File: src/rtl/pmp_dmp_pkg.sv
// rtl/pmp_dmp_pkg.sv - shared types, cfg encodings and domain helpers for the PMP+DMP scan checker
package pmp_dmp_pkg;

    localparam int unsigned DOM_W = 2;

    typedef logic [DOM_W-1:0] dom_t;

    typedef enum logic [1:0] {
        IDLE,
        SCAN,
        RESP
    } state_t;

    // Privilege encoding of machine mode
    localparam logic [1:0] PRIV_M = 2'b11;

    // pmpcfg.A address-matching modes
    localparam logic [1:0] A_OFF   = 2'd0;
    localparam logic [1:0] A_TOR   = 2'd1;
    localparam logic [1:0] A_NA4   = 2'd2;
    localparam logic [1:0] A_NAPOT = 2'd3;

    // All-ones domain id is the wildcard (DOMI)
    function automatic logic dom_wildcard(input dom_t d);
        return d == {DOM_W{1'b1}};
    endfunction

    // An entry admits a domain when ids agree or either side is the wildcard
    function automatic logic dom_allow(input dom_t entry_dom, input dom_t cur_dom);
        return (entry_dom == cur_dom) || dom_wildcard(entry_dom) || dom_wildcard(cur_dom);
    endfunction

endpackage

File: src/rtl/pmp_dmp_entry.sv
// rtl/pmp_dmp_entry.sv - combinational single-entry address match with PMP and DMP rights
module pmp_dmp_entry
    import pmp_dmp_pkg::*;
#(
    parameter int unsigned PMP_LEN = 32
) (
    input  logic [PMP_LEN-1:0] word_addr,
    input  logic [2:0]         access,
    input  logic               is_m,
    input  dom_t               dom,
    input  logic               lock,
    input  logic [1:0]         mode,
    input  logic [2:0]         rwx,
    input  logic [PMP_LEN-1:0] pmp_addr,
    input  logic [PMP_LEN-1:0] lo_addr,
    input  dom_t               entry_dom,
    output logic               match,
    output logic               allow
);

    logic [PMP_LEN-1:0] napot_mask;
    logic               pmp_pass;

    // Adding one flips the trailing ones and the first zero; those bits are don't-care in NAPOT
    assign napot_mask = ~(pmp_addr ^ (pmp_addr + PMP_LEN'(1)));

    // Address match by mode; addresses compared in 4-byte word units
    always_comb begin
        match = 1'b0;
        case (mode)
            A_TOR:   match = (word_addr >= lo_addr) && (word_addr < pmp_addr);
            A_NA4:   match = (word_addr == pmp_addr);
            A_NAPOT: match = ((word_addr ^ pmp_addr) & napot_mask) == '0;
            default: match = 1'b0;
        endcase
    end

    // Unlocked entries do not restrict M-mode; otherwise the requested right must be granted
    assign pmp_pass = (is_m && !lock) ? 1'b1 : ((access & rwx) == access);
    assign allow    = pmp_pass && dom_allow(entry_dom, dom);

endmodule

File: config.mk
export PLATFORM = sky130hd
export DESIGN_NAME = pmp_dmp_entry
export DESIGN_NICKNAME = d
export VERILOG_FILES = /design/src/rtl/pmp_dmp_pkg.sv /design/src/rtl/pmp_dmp_entry.sv
export SDC_FILE = /design/constraint.sdc
export NUM_CORES = 1
export LEC_CHECK = 0
export ABC_AREA = 0
export CAP_MARGIN = 20
export CORE_AREA = 10 10 83 85
export DETAILED_ROUTE_END_ITERATION = 16
export DIE_AREA = 0 0 93 95
export GPL_ROUTABILITY_DRIVEN = 0
export PLACE_DENSITY = 0.82
export SLEW_MARGIN = 25
export SYNTH_ARGS = -nofsm -noshare
export SYNTH_HDL_FRONTEND = slang
export SYNTH_SLANG_ARGS = --single-unit
File: constraint.sdc
create_clock -name vclk -period 5.3
set_input_delay 1.59 -clock vclk [all_inputs]
set_output_delay 1.59 -clock vclk [all_outputs]
set_load 0.01 [all_outputs]
==> impl_metrics.ini, run 1 <==
[global_routing]
met2_usage_pct = 49.2
grtUsageMet1_pct = 24.9
gr-usage-all-layers_pct = 26.2
busiest_layer = met2
gr-total-overflow = 0
grt_max_degree = 7
grt_pass1_vias = 3879
antenna_found_initial = 0
gr-usage-met3_pct = 6.98
grt_first_pass_wirelength_mm = 18.9

[pwr]
switching_power_uw = 214
power_switching_share_pct = 48.3
power.density_nw_per_um2 = 92.6
seqPwrFrac_pct = 0
p_int_uw = 229
p_clk_share_pct = 0
total_power_uw = 443
cellLeakagePower_uw = 0.00251
p_comb_share_pct = 100.0
irDropWorstVdd_uv = 58.0

[run_status]
status = complete, but fails checks
violations = setup timing

[final_layout]
post-route-util_pct = 89.7
clkbuf_count = 0
final_common_cell = buf_4
layout.nets = 698
area_growth_syn_to_layout_pct = 124
diodes = 0
register_area_sq_um = 0
drive_gt1_share_pct = 43.4
final_area_sq_um = 4790
mostFrequentLayoutCells = buf_4 (107), inv_1 (52), clkdlybuf4s50_1 (51)
seq_cells = 0

[sta]
relSlewSlack_pct = 67.2
final-setup-viol-count = 1
fin_crit_ps = 5660
fmax_mhz = 177
period_share_pct = 107
worstMarginPinSlew_ps = 488
slew_violations = 0
hold_viol = 0
worst_slack_ps = -357
rsz0062_at_grt = true

[floorplan]
rows = 27
die_area_sq_um = 8840
initial_core_util_pct = 40.0
die_w_um = 93
core_sq_um = 5340
io_pins = 112
die_h_um = 95

[routing]
wl_mm = 16.5
detail-route-antenna-nets = 0
viasPerCell = 6.54
dr.pass1.iters = 6
wl_per_cell_um = 27.8
drc = 0
vias = 3879
first_iter_violations = 360

[critical_path]
cp-end-kind = primary output
crit_required_ps = 3710
start_kind = primary input
path_class = in -> out
worstPathMaxFanout = 3
worst-endpoint-arrival_ps = 4070
cp-startpoint = pmp_addr[19]

[min_path]
hold_path_depth = 6
worstHoldStart = word_addr[31]
hold_path_end = match
hp-class = in -> out

[yosys]
synth_top_cell_by_area = ha_1
synth-warning-count = 0
syn-num-nets = 477
synth_cell_types = 45
synth.avg_cell_area_sq_um = 7.08
synth_area_leaders = ha_1 (38%), inv_1 (12%), a21oi_1 (7.5%), nand2_1 (3.0%), nand4_1 (2.9%)
synth_top_cell_area_share_pct = 38.1
syn_inst = 302
ys_seq_area_share_pct = 0
syn_area_sq_um = 2140

[placed_design]
placed_area_sq_um = 4050
portBuffers = 112
place_hpwl_mm = 8.31

[clocking]
holdBufCountCts = 0

[job]
max_cap_violations = 0
-- critical path, cell delays in order --
cell and delay, ps:
dlygate4sd2_1 280, inv_2 80, ha_4 230, a21oi_2 300
o21ai_2 180, a221oi_2 310, nor2_2 100, a2111oi_4 360
a31oi_1 160, a311oi_2 260, buf_2 200
-- worst max path at each step --
stage | end | slack (ps) | cells past startpoint
4_1_cts | match | -80 | 11
3_3_place_gp | match | -990 | 11
5_1_grt | match | -420 | 11
2_1_floorplan | match | 80 | 9
6_report | match | -360 | 11
3_5_place_dp | match | -1120 | 11
-- cells by family after synthesis --
| logic type | count (synthesis) | synth area share (%) |
|---|---|---|
| AOI/OAI and AO/OA | 81 | 25.2 |
| xor gates and xnor gates | 2 | 0.820 |
| buffers and inverters | 70 | 12.5 |
| and+or+nand+nor | 84 | 23.4 |
| adders and majority gates | 65 | 38.1 |
-- cell type report --
type / count / area, sq um
Fill cell: 203 / 549
Inverter: 69 / 264
Tap cell: 72 / 90.1
Timing Repair Buffer: 220 / 1960
Multi-Input combinational cell: 232 / 2470
-- cells in the mapped netlist (3+ instances only) --
| library cell | count |
|---|---|
| a211oi_1 | 4 |
| nor2_1 | 14 |
| o21ai_0 | 11 |
| ha_1 | 65 |
| and4_2 | 3 |
| nand2_1 | 17 |
| a21o_1 | 4 |
| a41oi_1 | 7 |
| nand4_1 | 10 |
| nand3_1 | 9 |
| inv_1 | 69 |
| or4_1 | 3 |
| and3_2 | 3 |
| a21oi_1 | 32 |
| nor4_1 | 4 |
| a31oi_1 | 7 |
| nor3_1 | 7 |
-- stage by stage --
step           hold slack [ps]  instances  TNS [ps]  setup slack [ps]
4_1_cts                   3780        591     -80.0             -80.0
3_5_place_dp              4220        579     -1120             -1120
3_3_place_gp              4210        579      -989              -989
6_report                  3920        593      -357              -357
5_1_grt                   3930        593      -420              -420
2_1_floorplan             3290        302         0              83.5
-- power by group through the flow --
stage | clock network [uW] | logic (uW) | registers [uW]
after floorplan | 0 | 116 | 0
after global placement | 0 | 298 | 0
after detailed placement | 0 | 311 | 0
after CTS | 0 | 344 | 0
after global routing | 0 | 456 | 0
final | 0 | 443 | 0
-- metal layers --
| metal | wire [um] | vias to the layer above |
|---|---|---|
| met3 | 1750 | 157 |
| met2 | 7760 | 419 |
| li1 | - | 1557 |
| met5 | 0 | - |
| met4 | 1400 | 0 |
| met1 | 5580 | 1746 |
-- timing repair --
item	4_1_cts	5_1_grt
pin swaps	37	42
setup buffers	12	2
resized for setup	140	106
setup endpoints to repair	1	1
(Power assumes the default switching activity.)
==> run 2: changes to the inputs <==
--- a/config.mk
+++ b/config.mk
@@ -5,8 +5,6 @@
 export SDC_FILE = /design/constraint.sdc
 export NUM_CORES = 1
 export LEC_CHECK = 0
-export ABC_AREA = 0
-export CAP_MARGIN = 20
 export CORE_AREA = 10 10 83 85
 export DETAILED_ROUTE_END_ITERATION = 16
 export DIE_AREA = 0 0 93 95
==> results of run 2 <==
Same layout as run 1: the final DEF is identical, and so are final timing and power.
